===== src/rtl/vgachargen_map_sched.sv =====
// Access scheduler for the char/colour map ports of the VGA text-mode core.
// Shares each map's single port between the host bus and a bulk engine that
// executes screen-fill and scroll-up-one-row commands.
module vgachargen_map_sched #(
    parameter int COLS       = 80,
    parameter int ROWS       = 30,
    parameter int HOST_BURST = 4,
    localparam int N         = COLS * ROWS,
    localparam int ADDR_W    = $clog2(N)
) (
    input  logic              clk_i,
    input  logic              rst_ni,
    input  logic              req_valid_i,
    output logic              req_ready_o,
    input  logic              req_we_i,
    input  logic              req_sel_i,
    input  logic [ADDR_W-1:0] req_addr_i,
    input  logic [7:0]        req_wdata_i,
    output logic              rsp_valid_o,
    output logic [7:0]        rsp_rdata_o,
    input  logic              cmd_valid_i,
    output logic              cmd_ready_o,
    input  logic              cmd_op_i,
    input  logic [7:0]        cmd_char_i,
    input  logic [7:0]        cmd_color_i,
    output logic              busy_o,
    output logic              done_o,
    output logic [ADDR_W-1:0] ch_map_addr_o,
    output logic [7:0]        ch_map_data_o,
    output logic              ch_map_wen_o,
    input  logic [7:0]        ch_map_data_i,
    output logic [ADDR_W-1:0] col_map_addr_o,
    output logic [7:0]        col_map_data_o,
    output logic              col_map_wen_o,
    input  logic [7:0]        col_map_data_i
);

    localparam int BW = $clog2(HOST_BURST + 1);
    localparam logic [ADDR_W-1:0] COLS_A   = ADDR_W'(COLS);
    localparam logic [ADDR_W-1:0] LAST_A   = ADDR_W'(N - 1);
    localparam logic [ADDR_W-1:0] SCR_LAST = ADDR_W'(N - COLS - 1);
    localparam logic [ADDR_W-1:0] SCR_FILL = ADDR_W'(N - COLS);

    typedef enum logic [1:0] {IDLE, FILL, SCR_RD, SCR_WR} state_t;

    state_t            state, state_nxt;
    logic [ADDR_W-1:0] ptr, ptr_nxt;
    logic [7:0]        fchar, fcol, cap_ch, cap_col, wr_ch, wr_col;
    logic [BW-1:0]     burst_cnt;
    logic              rd_pend, rsp_sel, rsp_valid_q, done_q;
    logic              host_gnt, eng_gnt;

    assign cmd_ready_o = (state == IDLE);
    assign busy_o      = (state != IDLE);
    assign done_o      = done_q;
    assign req_ready_o = rst_ni & ((state == IDLE) | (burst_cnt < BW'(HOST_BURST)));
    assign host_gnt    = req_valid_i & req_ready_o;
    assign eng_gnt     = (state != IDLE) & ~host_gnt;

    // An SCR_WR slot directly after its SCR_RD sees the read data on the map
    // inputs before the capture edge, so it forwards data_i instead of cap_*.
    assign wr_ch  = rd_pend ? ch_map_data_i  : cap_ch;
    assign wr_col = rd_pend ? col_map_data_i : cap_col;

    assign rsp_valid_o = rsp_valid_q;
    assign rsp_rdata_o = rsp_valid_q ? (rsp_sel ? col_map_data_i : ch_map_data_i) : 8'h00;

    // Next-state, pointer update and map port drive for the cycle's owner.
    always_comb begin
        state_nxt      = state;
        ptr_nxt        = ptr;
        ch_map_addr_o  = '0;
        ch_map_data_o  = '0;
        ch_map_wen_o   = 1'b0;
        col_map_addr_o = '0;
        col_map_data_o = '0;
        col_map_wen_o  = 1'b0;
        if (host_gnt) begin
            ch_map_addr_o  = req_addr_i;
            col_map_addr_o = req_addr_i;
            if (req_sel_i) begin
                col_map_wen_o  = req_we_i;
                col_map_data_o = req_wdata_i;
            end else begin
                ch_map_wen_o  = req_we_i;
                ch_map_data_o = req_wdata_i;
            end
        end else if (eng_gnt) begin
            case (state)
                FILL: begin
                    ch_map_addr_o  = ptr;
                    col_map_addr_o = ptr;
                    ch_map_data_o  = fchar;
                    col_map_data_o = fcol;
                    ch_map_wen_o   = 1'b1;
                    col_map_wen_o  = 1'b1;
                    if (ptr == LAST_A) state_nxt = IDLE;
                    else               ptr_nxt   = ptr + 1'b1;
                end
                SCR_RD: begin
                    ch_map_addr_o  = ptr + COLS_A;
                    col_map_addr_o = ptr + COLS_A;
                    state_nxt      = SCR_WR;
                end
                SCR_WR: begin
                    ch_map_addr_o  = ptr;
                    col_map_addr_o = ptr;
                    ch_map_data_o  = wr_ch;
                    col_map_data_o = wr_col;
                    ch_map_wen_o   = 1'b1;
                    col_map_wen_o  = 1'b1;
                    if (ptr == SCR_LAST) begin
                        ptr_nxt   = SCR_FILL;
                        state_nxt = FILL;
                    end else begin
                        ptr_nxt   = ptr + 1'b1;
                        state_nxt = SCR_RD;
                    end
                end
                default: ;
            endcase
        end
        if ((state == IDLE) && cmd_valid_i) begin
            state_nxt = cmd_op_i ? SCR_RD : FILL;
            ptr_nxt   = '0;
        end
    end

    // State, pointer, burst counter, capture, response and done registers.
    always_ff @(posedge clk_i or negedge rst_ni) begin
        if (!rst_ni) begin
            state       <= IDLE;
            ptr         <= '0;
            burst_cnt   <= '0;
            fchar       <= '0;
            fcol        <= '0;
            cap_ch      <= '0;
            cap_col     <= '0;
            rd_pend     <= 1'b0;
            rsp_valid_q <= 1'b0;
            rsp_sel     <= 1'b0;
            done_q      <= 1'b0;
        end else begin
            state <= state_nxt;
            ptr   <= ptr_nxt;
            if ((state == IDLE) || eng_gnt) burst_cnt <= '0;
            else if (host_gnt)              burst_cnt <= burst_cnt + 1'b1;
            if ((state == IDLE) && cmd_valid_i) begin
                fchar <= cmd_char_i;
                fcol  <= cmd_color_i;
            end
            rd_pend <= eng_gnt && (state == SCR_RD);
            if (rd_pend) begin
                cap_ch  <= ch_map_data_i;
                cap_col <= col_map_data_i;
            end
            rsp_valid_q <= host_gnt & ~req_we_i;
            if (host_gnt) rsp_sel <= req_sel_i;
            done_q <= eng_gnt && (state == FILL) && (ptr == LAST_A);
        end
    end

endmodule


===== config.mk =====
export PLATFORM = sky130hd
export DESIGN_NAME = vgachargen_map_sched
export DESIGN_NICKNAME = d
export VERILOG_FILES = /design/src/rtl/vgachargen_map_sched.sv
export SDC_FILE = /design/constraint.sdc
export NUM_CORES = 1
export LEC_CHECK = 0
export BUFFER_PORTS_ARGS = -buffer_cell sky130_fd_sc_hd__buf_4
export CAP_MARGIN = 25
export CORE_MARGIN = 5
export CORE_UTILIZATION = 55
export CTS_BUF_LIST = sky130_fd_sc_hd__clkbuf_8
export CTS_CLUSTER_SIZE = 16
export DETAILED_ROUTE_END_ITERATION = 16
export PLACE_DENSITY_LB_ADDON = 0.25
export SLEW_MARGIN = 10
export SYNTH_ARGS = -nofsm -noshare
export SYNTH_HDL_FRONTEND = slang
export SYNTH_SLANG_ARGS = --single-unit

===== constraint.sdc =====
create_clock -name clk_i -period 3.9 [get_ports clk_i]
set_clock_uncertainty 0.15 [all_clocks]
set_input_delay 0.78 -clock clk_i [delete_from_list [all_inputs] [get_ports clk_i]]
set_output_delay 0.78 -clock clk_i [all_outputs]
set_load 0.02 [all_outputs]

# == Word-level counts from Yosys, hierarchy flattened ==
# Index checks and enable logic that the tools add are counted.
# totals
regBits,53
input_bits,59
# op_classes
addsub,3
order_cmp,1
n_eq_ne,8
muxes,36
n_bitwise,7
reduce_logical,14
# ops
operator,n
$mux W12,7
$mux W8,10
$pmux W12 S2,2
$pmux W8 S2,2
$eq A12 B12 Y1 const B,2
$add A12 B1 Y12 const B,1
$add A12 B7 Y12 const B,1
$mux W2,6
$reduce_and A4 Y1,2
$mux W1,6
$mux W3,2
$ne A3 B3 Y1 const B,2
$pmux W2 S3,1
$reduce_bool A2 Y1,3
$and A1 B1 Y1,4
$eq A2 B2 Y1 const B,2
$logic_and A1 B1 Y1,4
$reduce_bool A4 Y1,1
$add A3 B1 Y3 const B,1
$lt A3 B3 Y1 const B,1
$reduce_bool A3 Y1,1
$eq A2 B1 Y1 const B,1
$logic_not A2 Y1,1
$ne A2 B1 Y1 const B,1
4 further kinds,5

# == Longest topological paths before layout ==
# Gate-level depths: netlist of the first run.
# logic_depth
ltp_word,9
ltp_mapped,7
mapped_depth_nobuf,6

# == Worst setup path after synthesis of the first run ==
# No wires, ideal clock.
# synth_timing
path_type,input -> output
startpoint,input req_valid_i
endpoint,output col_map_addr_o[11]
arrival_ps,2174
t_required_ps,2970
path_slack_ps,796
path_stages,6
path_buffers,2
cell_sequence,nand2_1 a21o_1 clkbuf_1 nand2_1 o21ai_0 buf_4
# synth_via
elab_chain_len,5
# synth_lines
item,line,text
"start, declared",13,"input logic req_valid_i,"
$and A1 B1 Y1 (*),57,assign host_gnt = req_valid_i & req_ready_o;
$not A1 Y1,58,assign eng_gnt = (state != IDLE) & ~host_gnt;
$and A1 B1 Y1,58,
$mux W12,-,
$mux W12 (*),-,
"end, declared",32,"output logic [ADDR_W-1:0] col_map_addr_o,"
# Mark *: on every way between the ends. The rest lies on a longest branch, timed or not.

# == Worst setup path after layout of the first run ==
# layout_timing
startpoint,register state[0]
endpoint,output col_map_addr_o[10]
# layout_via
elab_chain_len,8
# layout_lines
item,line,text
"start, declared",46,"state_t state, state_nxt;"
"start signal, assigned",144,state <= state_nxt;
$logic_not A2 Y1,56,assign req_ready_o = rst_ni & ((state == IDLE) | (burst_cnt < BW'(HOST_BURST)));
$or A1 B1 Y1,56,
$and A1 B1 Y1,56,
$and A1 B1 Y1,57,
$not A1 Y1,58,
$and A1 B1 Y1,58,
$mux W12,88,end else if (eng_gnt) begin
$mux W12 (*),78,if (host_gnt) begin
# Marks and branches as above.

==> results of run 1 <==
## layout by cell type, fill, tap and decap left out, drive strengths merged, types with 9 or more instances in the layout
cell	Yosys	layout
buf	26	117
mux2i	24	24
nor2b	9	9
nor3	10	10
a21oi	12	12
dfrtp	53	53
nor2	13	13
o21ai	18	18
mux2	32	32
o2bb2ai	17	17
nand2	29	29
## sequential cells by signal, indices dropped and copies added (netlist names)
name and flops:
rd_pend 1, done_o 1, ptr 12, cap_ch 8
rsp_sel 1, fcol 8, state 2, burst_cnt 3
fchar 8, cap_col 8, rsp_valid_o 1
## kinds of logic after synthesis
kind of cell	count (synthesis)	synth area share, %
multiplexers	56	18.0
XOR/XNOR	5	1.31
AO/OA/AOI/OAI	74	15.8
adder cells (fa/ha/maj)	5	1.87
buffers and inverters	40	6.63
AND/OR/NAND/NOR	97	16.7
flip-flops	53	39.7
## per-layer routing
layer  vias to the layer above  share of wire, %  GRT usage (%)
met4                         0               1.2           7.25
li1                       1376                 -              -
met2                       104                50           38.2
met1                      1416                42           33.2
met5                         -                 0              0
met3                        12               7.5           3.95
## where the power goes
part	switching [mW]	internal, mW
Clock	0.174	0.207
Combinational	0.474	0.417
Sequential	0.143	0.686
Total	0.791	1.31
## cell usage after synthesis (all sizes together), types with 4 or more instances
| cell | instances | area [um2] |
|---|---|---|
| mux2i | 24 | 240 |
| o2bb2ai | 17 | 149 |
| a21oi | 12 | 60.1 |
| nor3 | 10 | 61.3 |
| nand4 | 6 | 37.5 |
| nand3 | 4 | 20.0 |
| a21o | 5 | 37.5 |
| mux2 | 32 | 360 |
| clkbuf | 9 | 33.8 |
| nand2 | 29 | 109 |
| nor2 | 13 | 56.3 |
| dfrtp | 53 | 1330 |
| buf | 26 | 169 |
| xnor2 | 5 | 43.8 |
| or2 | 4 | 27.5 |
| o21ai | 18 | 90.1 |
| ha | 5 | 62.6 |
| nor2b | 9 | 56.3 |
| inv | 5 | 18.8 |
## worst min-delay path by stage
stage	startpoint	end	slack [ps]	cells past startpoint
after global placement	burst_cnt[0]	burst_cnt[0]	290	1
after global routing	rst_ni	burst_cnt[0]	110	1
final	rst_ni	burst_cnt[0]	120	1
after CTS	rst_ni	burst_cnt[0]	110	1
after floorplan	burst_cnt[0]	burst_cnt[0]	270	1
after detailed placement	burst_cnt[0]	burst_cnt[0]	290	1
## final cells by class
| class | instances | area (um2) | area share, % |
|---|---|---|---|
| Sequential cell | 53 | 1330 | 31.4 |
| Tap cell | 75 | 93.8 | 2.22 |
| Timing Repair Buffer | 117 | 878 | 20.8 |
| Clock buffer | 6 | 82.6 | 1.95 |
| Clock inverter | 2 | 33.8 | 0.799 |
| Multi-Input combinational cell | 237 | 1790 | 42.4 |
| Inverter | 5 | 18.8 | 0.444 |
## per-stage QoR
step	hold WS [ps]	utilization [%]	cell area, um2
floorplan	269	-	3340
global placement	288	69.4	4110
detailed placement	289	69.4	4110
CTS	109	71.4	4230
global route	106	71.4	4230
finish	123	71.4	4230
==> impl_metrics.csv, run 1 <==
group,metric,value,unit
synth,ys_types,59,
setup_path,endpoint_kind,"output pin",
drt,wl_per_cell,18.1,um
clock_network,postCtsSetupRepairBufs,0,
setup_path,worstSetupPathType,"flop to output pin",
setup_path,cp_top_family,"flip-flops",
synth,yosys_warnings,0,
setup_path,path_buf_inv,1,
synth,ys_seq_elements,53,
global_routing,overflow,0,
clock_network,clockRootBuffer,"clkbuf_8",
setup_path,worstSetupStartpointType,"flop",
final_layout,drive_gt1_share,39.8,%
final_layout,final_cells,495,
clock_network,hold_buffers,0,
die,io_pins,114,
setup_path,reg2reg_depth,4,
setup_path,worst-path-stages,5,
timing,max_freq,295,MHz
drt,vias,2908,
timing,fin_setup_tns,0,ps
setup_path,cp_slowest_cell,"dfrtp_1",
place,io_buffers,113,
die,initial_core_util,56.4,%
clock_network,htreeDepth,2,
setup_path,r2r_slack,1360,ps
final_layout,fillerInstances,473,
place,gp_congestion,0.900,
synth,syn_area_per_cell,10.1,um2
pwr,irDropWorstVdd,0.322,mV
pwr,p_total,2.10,mW
die,core-area,5920,um2
setup_path,cp-endpoint,"col_map_addr_o[10]",
timing,slew_viol_final,0,
clock_network,clk_pin_slew,90,ps
synth,synth_cells,330,
setup_path,path_cells,"or2_1 -> a21o_1 -> nand2_1 -> o21ai_0 -> buf_4",
die,rows,28,
synth,synth_edf_count,0,
clock_network,cts_resized,0,
final_layout,diodes,0,
drt,drt_iter0_markers,243,
drt,drcViolationCount,0,
setup_path,r2r-start,"state[0]",
clock_network,cts_inserted_buffers,5,
setup_path,crit_path_max_incr_delay,710,ps
global_routing,first_global_vias,2838,
global_routing,grt_max_degree,51,
synth,ys_seq_area_share,39.7,%
timing,finalSetupViolCount,0,
hold_path,hold_class,"primary input to async pin",
timing,setup_slack,508,ps
timing,slew_headroom,47.5,%
global_routing,grt_pass1_wl,14300,um
synth,synthArstFlopShare,100,%
status,status,"complete, no violations",
clock_network,cts_buffer_depth,2,
pwr,p_leak,2.08,nW
clock_network,worstSkewPairLatency,300,ps
final_layout,finalNetCount,483,
die,fp.dieH,87.9,um
global_routing,track_usage,23.8,%
setup_path,cp.required,2970,ps
timing,rsz0062_at_grt,"false",
drt,drt_pre_antenna_iters,5,
drt,routed_wl,8980,um
final_layout,area_growth,26.5,%
place,dp_hpwl,6840,um
die,die_area,7730,um2
synth,synth-main-ff-cell,"dfrtp_1",
clock_network,clock_sinks,53,
timing,fin_crit_sh,87.0,%
pwr,power_density,497,nW/um2
global_routing,antenna_found_initial,0,
setup_path,reg2reg_to,"ptr[11]",
drt,avgViaCountPerCell,5.87,
place,place_ws,838,ps
setup_path,critPathLaunch,"state[0]",
die,die_w,87.9,um
timing,hold_viol_final,0,
timing,min_period,3390,ps
flow_run,maxCapViolCount,0,
clock_network,cts_tree,"done",
setup_path,arrival,2460,ps
place,place_inst,487,
synth,synthesis.nets,394,
synth,netlist_area,3340,um2
timing,worst_slew_pin_slew,785,ps
setup_path,critPathMaxFanout,20,
drt,final_antenna_net_count,0,
Power figures use the tool's default switching activity.
==> run 2, diff against run 1 <==
Settings changed: RECOVER_POWER set to 25.
==> run 2 against run 1 <==
- register-to-register slack barely moved
- final area fell by 0.15%
- routed wire length barely moved
- worst setup slack got worse by 5.8 ps
- utilization fell by 0.11 points
- total power barely moved
- clock power barely moved
- via count rose by 0.21%
- first-iteration DRC count did not move
- sequential power barely moved
- fmax fell by 0.17%
- critical path type unchanged
- critical endpoint unchanged
==> impl_metrics.csv, run 2 (synthesized netlist as in run 1, its figures left out) <==
group,metric,value,unit
setup_path,cp_slowest_cell,"dfrtp_1",
setup_path,cp_top_family,"flip-flops",
final_layout,largest-register,"ptr",
clock_network,clk_pin_slew,90,ps
setup_path,path_buf_inv,1,
clock_network,cts_buffer_depth,2,
place,place_ws,838,ps
die,die_area,7730,um2
die,die_w,87.9,um
final_layout,drive_gt1_share,39.5,%
clock_network,hold_buffers,0,
timing,fin_setup_tns,0,ps
die,rows,28,
global_routing,overflow,0,
clock_network,clockRootBuffer,"clkbuf_8",
setup_path,critPathMaxFanout,20,
pwr,p_leak,2.08,nW
die,core-area,5920,um2
hold_path,hold_class,"primary input to async pin",
timing,rsz0062_at_grt,"false",
drt,drt_iter0_markers,243,
flow_run,maxCapViolCount,0,
place,dp_hpwl,6840,um
global_routing,grt_pass1_wl,14300,um
setup_path,endpoint_kind,"output pin",
drt,vias,2914,
global_routing,first_global_vias,2838,
setup_path,crit_path_max_incr_delay,710,ps
pwr,power_density,498,nW/um2
clock_network,cts_resized,0,
clock_network,htreeDepth,2,
final_layout,largest_reg_flops,12,
drt,final_antenna_net_count,0,
drt,drt_pre_antenna_iters,4,
timing,hold_viol_final,0,
clock_network,worstSkewPairLatency,300,ps
global_routing,antenna_found_initial,0,
drt,wl_per_cell,18.1,um
clock_network,postCtsSetupRepairBufs,0,
timing,worst_slew_pin_slew,1220,ps
die,initial_core_util,56.4,%
timing,setup_slack,502,ps
drt,routed_wl,8980,um
status,status,"complete, no violations",
timing,fin_crit_sh,87.1,%
setup_path,arrival,2470,ps
timing,slew_viol_final,0,
clock_network,clock_sinks,53,
timing,finalSetupViolCount,0,
final_layout,diodes,0,
drt,drcViolationCount,0,
place,gp_congestion,0.900,
final_layout,area_growth,26.3,%
timing,max_freq,294,MHz
timing,min_period,3400,ps
setup_path,cp.required,2970,ps
drt,avgViaCountPerCell,5.89,
global_routing,grt_max_degree,51,
final_layout,finalNetCount,483,
setup_path,worstSetupStartpointType,"flop",
setup_path,path_cells,"or2_1 -> a21o_1 -> nand2_1 -> o21ai_0 -> buf_4",
final_layout,final_common_cell,"buf_4",
clock_network,cts_tree,"done",
die,io_pins,114,
global_routing,track_usage,23.8,%
place,io_buffers,113,
die,fp.dieH,87.9,um
setup_path,worstSetupPathType,"flop to output pin",
final_layout,final_cell_mix,"115 x buf_4, 53 x dfrtp_1, 32 x mux2_2, 29 x nand2_1, 24 x mux2i_1",
timing,slew_headroom,18.3,%
clock_network,cts_inserted_buffers,5,
pwr,irDropWorstVdd,0.322,mV
[run 2: changes by cell type in the layout (fill, tap and decap cells not counted), sizes merged]
cell | before | now
buf | 117 | 115
clkbuf | 6 | 8
[run 2: power breakdown]
group | internal [mW] | switching (mW)
Clock | 0.207 | 0.174
Sequential | 0.686 | 0.143
Combinational | 0.416 | 0.475
[run 2: per-layer routing]
| metal | global-route usage (%) | vias to the layer above | routed length [um] |
|---|---|---|---|
| li1 | - | 1375 | - |
| met1 | 33.2 | 1423 | 3750 |
| met2 | 38.2 | 104 | 4450 |
| met3 | 3.95 | 12 | 668 |
| met4 | 7.25 | 0 | 104 |
| met5 | 0 | - | 0 |
[run 2: cell type report]
type                    count  area [um2]
clock buffers               6        82.6
clock inverters             2        33.8
fillers                   474        1700
inverters                   5        18.8
multi-input cells         237        1790
flip-flops and latches     53        1330
well taps                  75        93.8
repair buffers            117         872
[run 2: final timing paths]
| kind | start | cells past startpoint | slack [ps] | endpoint |
|---|---|---|---|---|
| setup / recovery | state[0] | 5 | 500 | col_map_addr_o[10] |
| hold / removal | rst_ni | 1 | 210 | burst_cnt[0] |
| setup reg to reg | state[0] | 4 | 1360 | ptr[11] |
| hold reg to reg | burst_cnt[0] | 1 | 300 | burst_cnt[0] |
| max in group asynchronous | rst_ni | 2 | 1880 | cap_ch[2] |
| min in group clk_i | burst_cnt[0] | 1 | 300 | burst_cnt[0] |
[run 2: metrics by stage]
step | utilization, % | hold WS, ps | cell area (um2) | cells | power (mW)
6_report | 71.3 | 213 | 4220 | 495 | 2.10
5_1_grt | 71.3 | 214 | 4220 | 495 | 2.23
4_1_cts | 71.4 | 109 | 4230 | 495 | 2.11
3_5_place_dp | 69.4 | 289 | 4110 | 487 | 1.73
3_3_place_gp | 69.4 | 288 | 4110 | 487 | 1.70
2_1_floorplan | - | 269 | 3340 | 330 | 1.42
==> run 3, diff against run 2 <==
Settings changed: CORE_MARGIN 5 to not set.
==> run 3 against run 2 <==
- the run now ends with capacitance limit, slew limit left
- combinational power down 0.6%
- largest cell class unchanged
- final cell count stayed put
- via count rose by 0.27%
- utilization hardly changed
- worst hold slack got worse by 9.8 ps
- largest power group unchanged
==> impl_metrics.csv, run 3 (synthesized netlist as in run 1, its figures left out) <==
group,metric,value,unit
die,core-area,5890,um2
drt,routed_wl,8770,um
global_routing,grt_pass1_wl,13600,um
timing,fin_setup_tns,0,ps
clock_network,htreeDepth,2,
timing,hold_viol_final,0,
timing,fin_crit_sh,88.2,%
setup_path,crit_path_max_incr_delay,740,ps
setup_path,reg2reg_to,"ptr[11]",
drt,drt_pre_antenna_iters,4,
final_layout,finalNetCount,483,
final_layout,area_growth,25.5,%
setup_path,arrival,2510,ps
timing,setup_slack,461,ps
clock_network,cts_tree,"done",
clock_network,clockRootBuffer,"clkbuf_8",
clock_network,postCtsSetupRepairBufs,0,
global_routing,busiest_layer,"met2",
setup_path,critPathLaunch,"state[0]",
timing,rsz0062_at_grt,"false",
die,initial_core_util,56.8,%
final_layout,final_cells,495,
timing,worst_slew_pin_slew,1810,ps
final_layout,final_cell_mix,"116 x buf_4, 53 x dfrtp_1, 32 x mux2_2, 29 x nand2_1, 24 x mux2i_1",
timing,max_freq,291,MHz
drt,avgViaCountPerCell,5.90,
pwr,p_leak,2.07,nW
clock_network,worstSkewPairLatency,310,ps
drt,wl_per_cell,17.7,um
die,die_area,6390,um2
global_routing,overflow,0,
timing,holdWs,203,ps
die,io_pins,114,
timing,finalSetupViolCount,0,
setup_path,endpoint_kind,"output pin",
setup_path,critPathMaxFanout,20,
place,gp_congestion,0.918,
setup_path,cp_slowest_cell,"dfrtp_1",
setup_path,worstSetupStartpointType,"flop",
setup_path,path_cells,"or2_1 -> a21o_1 -> nand2_1 -> o21ai_0 -> buf_4",
global_routing,use_met2,44.3,%
drt,drt_iter0_markers,202,
setup_path,r2r_slack,1570,ps
status,failed_checks,"capacitance limit, slew limit",
clock_network,cts_buffer_depth,2,
drt,vias,2922,
clock_network,cts_resized,0,
status,status,"finished, violations left",
place,io_buffers,113,
setup_path,path_buf_inv,1,
final_layout,drive_gt1_share,39.5,%
final_layout,largest_reg_flops,12,
hold_path,hold_class,"primary input to async pin",
pwr,irDropWorstVdd,0.273,mV
setup_path,worstSetupPathType,"flop to output pin",
setup_path,r2r-start,"state[0]",
drt,final_antenna_net_count,0,
place,place_ws,758,ps
place,dp_hpwl,6630,um
final_layout,largest-register,"ptr",
final_layout,final_common_cell,"buf_4",
timing,slew_headroom,-20.4,%
pwr,power_density,484,nW/um2
global_routing,grt_max_degree,35,
setup_path,reg2reg_depth,5,
timing,min_period,3440,ps
die,fp.dieH,79.9,um
global_routing,track_usage,28.2,%
die,rows,28,
final_layout,utilization,71.2,%
clock_network,clock_sinks,53,
clock_network,hold_buffers,0,
die,die_w,79.9,um
setup_path,cp.required,2970,ps
drt,drcViolationCount,0,
global_routing,first_global_vias,2703,
timing,slew_viol_final,35,
flow_run,maxCapViolCount,1,
clock_network,cts_inserted_buffers,5,
global_routing,use_met1,40.5,%
place,place_inst,487,
clock_network,clk_pin_slew,100,ps
final_layout,diodes,0,
global_routing,antenna_found_initial,0,
global_routing,grt_use_met3,6.06,%
setup_path,cp_top_family,"flip-flops",
run 3: cell types whose count changed in the layout (fill, tap and decap cells not counted), sizes merged:
cell    delta
buf        +1
bufinv     -1
clkbuf     -2
clkinv     +1
inv        +1
run 3: metrics by stage:
stage / instance area [um2] / power, mW
floorplan: 3340 / 1.42
global placement: 4110 / 1.69
detailed placement: 4110 / 1.72
CTS: 4200 / 2.03
global route: 4190 / 2.16
finish: 4190 / 2.03
run 3: how the worst max path moves through the flow:
stage	end	slack, ps	cells past startpoint
finish	ch_map_addr_o[7]	460	5
global route	ch_map_addr_o[7]	270	5
CTS	ch_map_addr_o[7]	500	5
detailed placement	ch_map_data_o[3]	760	5
global placement	ch_map_data_o[3]	850	5
floorplan	col_map_addr_o[11]	800	6
run 3: worst register-to-register path: stages, from the launching register on:
cell     delay [ps]
dfrtp_1         610
nor3b_2         270
buf_4           310
a21oi_1         180
or2_4           360
a221o_1         340
run 3: power breakdown:
part	switching, mW	total (mW)	internal (mW)
Combinational	0.468	0.885	0.417
Clock	0.183	0.308	0.126
Sequential	0.149	0.835	0.686
Total	0.800	2.03	1.23
run 3: final cells by class:
class                           count  area (um2)
Fill cell                         437        1690
Multi-Input combinational cell    237        1790
Tap cell                           75        93.8
Sequential cell                    53        1330
Clock inverter                      3        17.5
Clock buffer                        5        68.8
Timing Repair Buffer              117         875
Inverter                            5        18.8
run 3: metal layers:
layer	part of all wire (%)	up-vias
met2	47	119
met1	44	1411
met5	0	-
met3	7.7	6
met4	0.82	0
li1	-	1386
